File: config.mk
export PLATFORM = sky130hd
export DESIGN_NAME = score_ctrl
export DESIGN_NICKNAME = d
export VERILOG_FILES = /design/src/rtl/score_pkg.sv /design/src/rtl/score_font.sv /design/src/rtl/score_ctrl.sv
export SDC_FILE = /design/constraint.sdc
export NUM_CORES = 1
export LEC_CHECK = 0
export CORE_ASPECT_RATIO = 0.75
export CORE_MARGIN = 2
export CORE_UTILIZATION = 40
export CTS_CLUSTER_DIAMETER = 100
export DETAILED_ROUTE_END_ITERATION = 12
export GPL_TIMING_DRIVEN = 0
export MAX_ROUTING_LAYER = met4
export PLACE_DENSITY = 0.7
export SLEW_MARGIN = 20
export SYNTH_ARGS = -nofsm -noshare
export SYNTH_HDL_FRONTEND = slang
export SYNTH_SLANG_ARGS = --single-unit
File: constraint.sdc
create_clock -name clk_i -period 1.79 [get_ports clk_i]
set_input_delay 0.179 -clock clk_i [delete_from_list [all_inputs] [get_ports clk_i]]
set_output_delay 0.179 -clock clk_i [all_outputs]
set_load 0.005 [all_outputs]
File: src/rtl/score_pkg.sv
// rtl/score_pkg.sv - shared types and constants for the score overlay controller
package score_pkg;

   localparam int SCORE_W = 3;
   localparam int SCORE_H = 5;

   // Row-major bitmap, top row in the MSBs, leftmost column first within a row.
   typedef logic [SCORE_W*SCORE_H-1:0] score_t;

   typedef logic [3:0] score_cnt_t;

   typedef enum logic [1:0] {
      IDLE,
      PLAY,
      SERVE,
      GAME_OVER
   } score_state_t;

   localparam score_t GLYPH_0     = 15'b111_101_101_101_111;
   localparam score_t GLYPH_BLANK = '0;

endpackage

File: src/rtl/score_font.sv
// rtl/score_font.sv - combinational 3x5 digit font ROM, digits 0..9, blank above 9
module score_font
   import score_pkg::*;
(
   input  logic [3:0] digit,
   output score_t     glyph
);

   always_comb begin
      glyph = GLYPH_BLANK;
      case (digit)
         4'd0:    glyph = GLYPH_0;
         4'd1:    glyph = 15'b010_110_010_010_111;
         4'd2:    glyph = 15'b111_001_111_100_111;
         4'd3:    glyph = 15'b111_001_111_001_111;
         4'd4:    glyph = 15'b101_101_111_001_001;
         4'd5:    glyph = 15'b111_100_111_001_111;
         4'd6:    glyph = 15'b111_100_111_101_111;
         4'd7:    glyph = 15'b111_001_001_001_001;
         4'd8:    glyph = 15'b111_101_111_101_111;
         4'd9:    glyph = 15'b111_101_111_001_111;
         default: glyph = GLYPH_BLANK;
      endcase
   end

endmodule

File: src/rtl/score_ctrl.sv
// rtl/score_ctrl.sv - goal counting, round FSM and frame-synchronous glyph outputs
// Optional winner-glyph blink in GAME_OVER is built when SCORE_BLINK_EN is defined.
module score_ctrl
   import score_pkg::*;
#(
   parameter int WIN_SCORE    = 7,
   parameter int SERVE_FRAMES = 60
`ifdef SCORE_BLINK_EN
   ,
   parameter int BLINK_FRAMES = 16
`endif
)(
   input  logic   clk_i,
   input  logic   rst_ni,
   input  logic   frame_tick_i,
   input  logic   start_i,
   input  logic   player_goal_i,
   input  logic   enemy_goal_i,
   output score_t player_score_o,
   output score_t enemy_score_o,
   output logic   ball_freeze_o,
   output logic   serve_dir_o,
   output logic   game_over_o,
   output logic   winner_o
);

   localparam int FW = (SERVE_FRAMES > 1) ? $clog2(SERVE_FRAMES) : 1;
   localparam logic [FW-1:0] SERVE_LAST = FW'(SERVE_FRAMES - 1);
   localparam score_cnt_t    WIN_CNT    = score_cnt_t'(WIN_SCORE);

   score_state_t  state_q, state_d;
   score_cnt_t    p_cnt_q, p_cnt_d, e_cnt_q, e_cnt_d;
   score_cnt_t    p_inc, e_inc;
   logic [FW-1:0] frame_q, frame_d;
   logic          dir_q, dir_d;
   logic          winner_q, winner_d;

   score_t        p_font, e_font;
   score_t        p_stage_q, e_stage_q;
   score_t        p_out_q, e_out_q;
   logic          hide_p, hide_e;

   assign p_inc = p_cnt_q + 4'd1;
   assign e_inc = e_cnt_q + 4'd1;

   always_ff @(posedge clk_i) begin
      if (!rst_ni) begin
         state_q  <= IDLE;
         p_cnt_q  <= '0;
         e_cnt_q  <= '0;
         frame_q  <= '0;
         dir_q    <= 1'b0;
         winner_q <= 1'b0;
      end else begin
         state_q  <= state_d;
         p_cnt_q  <= p_cnt_d;
         e_cnt_q  <= e_cnt_d;
         frame_q  <= frame_d;
         dir_q    <= dir_d;
         winner_q <= winner_d;
      end
   end

   always_comb begin
      state_d  = state_q;
      p_cnt_d  = p_cnt_q;
      e_cnt_d  = e_cnt_q;
      frame_d  = frame_q;
      dir_d    = dir_q;
      winner_d = winner_q;
      case (state_q)
         IDLE, GAME_OVER: begin
            if (start_i) begin
               state_d = PLAY;
               p_cnt_d = '0;
               e_cnt_d = '0;
               dir_d   = 1'b0;
            end
         end
         PLAY: begin
            // Player pulse wins a same-cycle tie; the enemy pulse is simply dropped.
            if (player_goal_i) begin
               p_cnt_d = p_inc;
               dir_d   = 1'b0;
               frame_d = '0;
               if (p_inc == WIN_CNT) begin
                  state_d  = GAME_OVER;
                  winner_d = 1'b1;
               end else begin
                  state_d = SERVE;
               end
            end else if (enemy_goal_i) begin
               e_cnt_d = e_inc;
               dir_d   = 1'b1;
               frame_d = '0;
               if (e_inc == WIN_CNT) begin
                  state_d  = GAME_OVER;
                  winner_d = 1'b0;
               end else begin
                  state_d = SERVE;
               end
            end
         end
         SERVE: begin
            if (frame_tick_i) begin
               if (frame_q == SERVE_LAST) begin
                  state_d = PLAY;
               end else begin
                  frame_d = frame_q + 1'b1;
               end
            end
         end
         default: state_d = IDLE;
      endcase
   end

   score_font u_font_player (
      .digit (p_cnt_q),
      .glyph (p_font)
   );

   score_font u_font_enemy (
      .digit (e_cnt_q),
      .glyph (e_font)
   );

`ifdef SCORE_BLINK_EN
   localparam int BW = (BLINK_FRAMES > 1) ? $clog2(BLINK_FRAMES) : 1;
   localparam logic [BW-1:0] BLINK_LAST = BW'(BLINK_FRAMES - 1);

   logic [BW-1:0] blink_cnt_q;
   logic          blink_vis_q;

   // Held at phase zero outside GAME_OVER so every game-over starts visible.
   always_ff @(posedge clk_i) begin
      if (!rst_ni || state_q != GAME_OVER) begin
         blink_cnt_q <= '0;
         blink_vis_q <= 1'b1;
      end else if (frame_tick_i) begin
         if (blink_cnt_q == BLINK_LAST) begin
            blink_cnt_q <= '0;
            blink_vis_q <= ~blink_vis_q;
         end else begin
            blink_cnt_q <= blink_cnt_q + 1'b1;
         end
      end
   end

   assign hide_p = (state_q == GAME_OVER) &&  winner_q && !blink_vis_q;
   assign hide_e = (state_q == GAME_OVER) && !winner_q && !blink_vis_q;
`else
   assign hide_p = 1'b0;
   assign hide_e = 1'b0;
`endif

   // Staging follows the counters every cycle; the renderer-facing copy moves only on a frame tick.
   always_ff @(posedge clk_i) begin
      if (!rst_ni) begin
         p_stage_q <= GLYPH_0;
         e_stage_q <= GLYPH_0;
         p_out_q   <= GLYPH_0;
         e_out_q   <= GLYPH_0;
      end else begin
         p_stage_q <= p_font;
         e_stage_q <= e_font;
         if (frame_tick_i) begin
            p_out_q <= hide_p ? GLYPH_BLANK : p_stage_q;
            e_out_q <= hide_e ? GLYPH_BLANK : e_stage_q;
         end
      end
   end

   assign player_score_o = p_out_q;
   assign enemy_score_o  = e_out_q;
   assign ball_freeze_o  = (state_q != PLAY);
   assign serve_dir_o    = dir_q;
   assign game_over_o    = (state_q == GAME_OVER);
   assign winner_o       = (state_q == GAME_OVER) && winner_q;

endmodule
# Word-level counts from Yosys, hierarchy flattened
# Memories as Yosys holds them, arrays and structs flattened. A register that Yosys moved wholly into a read port is not among the register bits.
# Cells that the tools add are included.
totals:
  inputBits: 6
  mem_bits_ro: 480
  out_inout_bits: 34
  mem_count: 2
  register_bits: 48
mem_list:
  columns: ["memory", "depth", "word_bits", "rd", "rd_ports_with_merged_regs", "wr", "line_no", "source"]
  rows:
  - ["(no name shown)", 16, 15, 1, 1, 0, "score_font.sv:11", "case (digit)"]
  - ["(no name shown)", 16, 15, 1, 1, 0, "score_font.sv:11", null]
classes:
  mux: 27
  n_reduce_logical: 15
  n_eq_ne: 16
  addsub: 3
ops:
  columns: ["op", "count"]
  rows:
  - ["$mux W6", 4]
  - ["$mux W4", 4]
  - ["$pmux W4 S2", 2]
  - ["$reduce_and A4 Y1", 4]
  - ["$ne A2 B2 Y1 const B", 7]
  - ["$pmux W6 S2", 1]
  - ["$mux W2", 5]
  - ["$mux W1", 9]
  - ["$add A4 B1 Y4 const B", 2]
  - ["$eq A4 B3 Y1 const B", 2]
  - ["$reduce_bool A2 Y1", 4]
  - ["$add A6 B1 Y6 const B", 1]
  - ["$eq A6 B6 Y1 const B", 1]
  - ["$pmux W2 S3", 1]
  - ["$reduce_and A3 Y1", 2]
  - ["$eq A2 B2 Y1 const B", 2]
  - ["$ne A2 B1 Y1 const B", 2]
  - ["$ne A3 B3 Y1 const B", 1]
  - ["$eq A2 B1 Y1 const B", 1]
  - ["$logic_not A1 Y1", 2]
  - ["$logic_not A2 Y1", 1]
  - ["$pmux W1 S2", 1]
  - ["$reduce_or A2 Y1", 1]
  - ["$logic_and A1 B1 Y1", 1]

# Depth between registers and ports, before layout
logic_depth:
  word_depth: 6
  mapped_depth: 8
  depth_no_buf: 6

# Modules after synthesis
# A second synthesis with hierarchy kept.
unflattened:
  cells_unflattened: 357
  hier_area_um2: 3483.3
by_module_without_submodules:
  columns: ["module", "cells_each", "area_per_inst_um2", "instances"]
  rows:
  - ["score_ctrl", 289, 2955.3, 1]
  - ["score_font", 34, 264.0, 2]

# Worst setup path after synthesis
# Ideal clock, no wire load.
synth_path:
  path_type: "register -> register"
  from: "reg state_q[0]"
  to: "reg e_cnt_q[3]"
  setup_slack_ns: -0.110
  arrival_ns: 1.830
  setup_ns: 0.070
  period_less_slack_ns: 1.900
  path_stages_with_launch: 8
  path_cell_list: "dfxtp_1 inv_1 ha_1 nor2b_1 buf_6 a211o_1 or4_1 a21oi_1"
synth_via:
  elab_chain_cells: 4
synth_rtl:
  columns: ["item", "line_no", "source"]
  rows:
  - ["start, declared", "score_ctrl.sv:31", "score_state_t state_q, state_d;"]
  - ["start signal, assigned", "score_ctrl.sv:55", "state_q <= state_d;"]
  - ["$eq A2 B2 Y1 / $logic_not A2 Y1 (equally long branches)", "score_ctrl.sv:71", "case (state_q)"]
  - ["$reduce_or A2 Y1", "score_ctrl.sv:71", null]
  - ["$ne A2 B2 Y1 (no source line) / $reduce_bool A2 Y1 (equally long branches)", null, null]
  - ["$reduce_and A4 Y1 (no source line)", null, null]
  - ["end signal, assigned", "score_ctrl.sv:57", "e_cnt_q <= e_cnt_d;"]
  - ["end, declared", "score_ctrl.sv:32", "score_cnt_t p_cnt_q, p_cnt_d, e_cnt_q, e_cnt_d;"]
# Parallel ways exist; a longest one is shown, timed or not.
# A chain may end at the register's enable or synchronous reset.

# Final worst setup path
# Same ends and word-level chain as after synthesis.

==> key figures <==
Synth
  • Post-synthesis compound-gate area fraction: 0.140
  • Largest family of logic cells by synthesized area: simple AND/OR/NAND/NOR gates
  • Xor/xnor cell area share of the yosys netlist: 0.0122
  • Post-synthesis simple-gate area fraction: 0.199
  • Ys flop type: dfxtp_1
  • Post-synth ARST share: 0
  • Synth Area in Adders: 0.0652
  • Post-synth EDFFs: 0
  • Syn Inst Count: 321
  • YS warnings: 0
  • Cell variety after synth: 53
  • Seq/Total Area, Yosys: 0.431
  • Post-Syn Area per Cell: 8.97 um2
  • Most frequent cell after synthesis: dfxtp_1
  • Synth Cell Area: 2880 um2
  • Post-synthesis mux area share: 0.0882
  • Synth top area cells: dfxtp_1 43%, mux2i_1 7.6%, ha_1 6.5%, nand2_1 5.1%, o21ai_0 4.0%
  • Syn nets: 342
  • Post-synth top area share: 0.431
  • Top post-synthesis cells by count: 62 x dfxtp_1, 39 x nand2_1, 23 x nor2_1, 23 x o21ai_0, 22 x mux2i_1
  • #FFs+latches synth: 62
  • Area leader, netlist: dfxtp_1

Critical path
  • WP data required: 2.07 ns
  • R2R cell count: 7
  • Worst Path Arrival: 2.08 ns
  • R2R Setup Slk: -0.008 ns
  • Worst R2R End: e_cnt_q[3]$_SDFFE_PN0P_
  • CP Class: flip-flop to flip-flop
  • CP Capture Type: flip-flop
  • Max Fanout on Critical Path: 7
  • FF-to-FF Start: state_q[0]$_SDFFE_PN0P_
  • CP startpoint kind: flip-flop

Place
  • Area after DPL: 3370 um2
  • Pre-CTS WS: -0.260 ns
  • RePlAce Congestion: 0.857
  • Count of input and output buffers: 37
  • Final HPWL DP: 4280 um

Cells and area
  • Layout overhead on the synthesized area: 31.0%
  • Final core utilization: 0.547
  • Cell area after layout: 3770 um2
  • Fraction of layout cells with a size suffix above 1: 0.153
  • Net count reported at finish: 396
  • Antenna Diode Count: 0

Floorplan
  • Height of the die: 77.5 um
  • Placeable Area: 6900 um2
  • Starting density of the core: 0.417
  • Die X: 102 um
  • Die area: 7900 um2
  • I/O Pins: 40
  • Num rows: 26

Clocking
  • Clock-pin slew on the worst setup and hold paths: 0.07 ns
  • H-tree level count: 3
  • Skew-Pair Late Insertion Delay: 0.35 ns
  • Cts hold-fix bufs: 0
  • Clock Root Buffer: clkbuf_8
  • CTS sink cnt: 62
  • Clock Tree Buf Depth: 2
  • Cts bufs inserted: 9
  • CTS tree: done

Timing
  • Hold Vio Cnt, Final: 0
  • Crit path time final: 1.80 ns
  • PnR worst setup slack: -0.00848 ns
  • Max Freq: 0.556 GHz
  • Worst Tran Pin Value: 0.507 ns
  • Endpoints failing setup: 1
  • Max Transition Viols Final: 0
  • RSZ-0062 raised after global routing: true
  • Headroom to the max-slew limit: 0.662
  • Period utilization: 1.00
  • Post-route setup TNS: -0.00848 ns
  • Clock skew: 0.00929 ns

Global route
  • Global route overflow: 0
  • Number of global-route vias before repair: 2233
  • GRT Util Overall: 0.177
  • First-pass GRT wire length: 10700 um
  • Antenna violations before repair: 0
  • Pin count of the biggest net entering global routing: 12

Detailed routing
  • Routed len/inst: 13.4 um
  • Via count: 2403
  • Vias per cell: 5.03
  • Final wirelength: 6430 um
  • Iter 0 DRT Violations: 110
  • Total iterations of the first detailed-routing run: 4
  • Final ANT Viol Nets: 0
  • DRC errors left: 0

Power and ir drop
  • Peak supply drop: 0.000674 V
  • Pleak: 1.52 nW
  • Power per cell area: 1130 nW/um2

Hold path
  • HP Start: rst_ni
  • Worst Hold End: e_stage_q[12]$_SDFF_PN1_
  • Hold path depth: 2
  • Worst hold path class: input port to flip-flop

Status
  • Failing checks: negative setup slack
  • Run status: finished with violations

Run
  • Max_cap viols: 0
-- flip-flops by register name, summed over array words and instances (netlist names) --
signal and flops:
e_stage_q 11, p_cnt_q 4, state_q 2, enemy_score_o 11, player_score_o 11, winner_q 1
e_cnt_q 4, serve_dir_o 1, p_stage_q 11, frame_q 6
-- what timing repair did --
item                       in CTS  in global routing
pin swaps                       3                  3
resized for setup              12                 13
setup endpoints to repair       9                 11
setup buffers                   3                  5
-- power breakdown --
part           internal (mW)  switching (mW)
sequential              1.49          0.0873
combinational          0.523           0.525
clock                   1.07           0.558
-- layer usage --
layer  up-vias  GRT usage  share of wire
met4         0     0.0653          0.018
met1      1120      0.218           0.46
met3        11     0.0595          0.055
met2        69      0.268           0.47
li1       1203          -              -
met5         -          -              0
-- worst max-delay path: stages, from the launching register on --
cell,delay [ns]
dfxtp_2,0.35
inv_2,0.06
ha_4,0.21
nor2b_1,0.13
buf_6,0.13
a211o_4,0.27
or4_4,0.42
a21oi_2,0.16
-- how the worst max path moves through the flow --
stage                            startpoint                      end  cells past startpoint  slack, ns
floorplan           state_q[1]$_SDFFE_PN0P_  frame_q[2]$_SDFFE_PN0P_                      7       0.02
global route        state_q[0]$_SDFFE_PN0P_  e_cnt_q[3]$_SDFFE_PN0P_                      7      -0.05
CTS                 state_q[0]$_SDFFE_PN0P_  p_cnt_q[0]$_SDFFE_PN0P_                      7      -0.06
finish              state_q[0]$_SDFFE_PN0P_  e_cnt_q[3]$_SDFFE_PN0P_                      7     -0.008
global placement               enemy_goal_i  frame_q[2]$_SDFFE_PN0P_                      5      -0.19
detailed placement             enemy_goal_i  frame_q[2]$_SDFFE_PN0P_                      5      -0.26
-- final cells by class --
class	instances	area [um2]
multi-input cells	221	1510
flip-flops and latches	62	1250
inverters	11	43.8
repair buffers	45	448
well taps	98	123
clock inverters	6	134
plain buffers	25	135
fillers	639	3130
clock buffers	10	128
-- kinds of logic after synthesis --
| kind of cell | Yosys count |
|---|---|
| flops | 62 |
| xor+xnor | 4 |
| compound gates | 64 |
| buf+inv | 38 |
| mux | 25 |
| simple gates | 113 |
| fa+ha+maj | 15 |
-- per-stage QoR --
| stage | hold slack [ns] | std cells | power, mW |
|---|---|---|---|
| floorplan | 0.349 | 321 | 2.17 |
| global placement | 0.427 | 456 | 2.41 |
| detailed placement | 0.433 | 456 | 2.43 |
| CTS | 0.235 | 474 | 4.19 |
| global route | 0.311 | 478 | 4.45 |
| finish | 0.283 | 478 | 4.25 |
-- placed cells by master, fill, tap and decap left out, types with 3 or more instances in the layout --
cell,instances
bufinv_16,4
nor3b_1,4
o21ai_0,21
clkdlybuf4s50_1,35
inv_1,9
nand3_1,9
and2_1,7
nand2_1,39
nor2b_1,5
a21oi_1,13
nor2_1,23
o21a_1,5
clkbuf_1,13
buf_4,15
clkbuf_8,9
dfxtp_1,59
xor2_1,3
nand2b_1,8
ha_1,13
o211ai_1,4
mux2i_1,22
(Power assumes the default switching activity.)
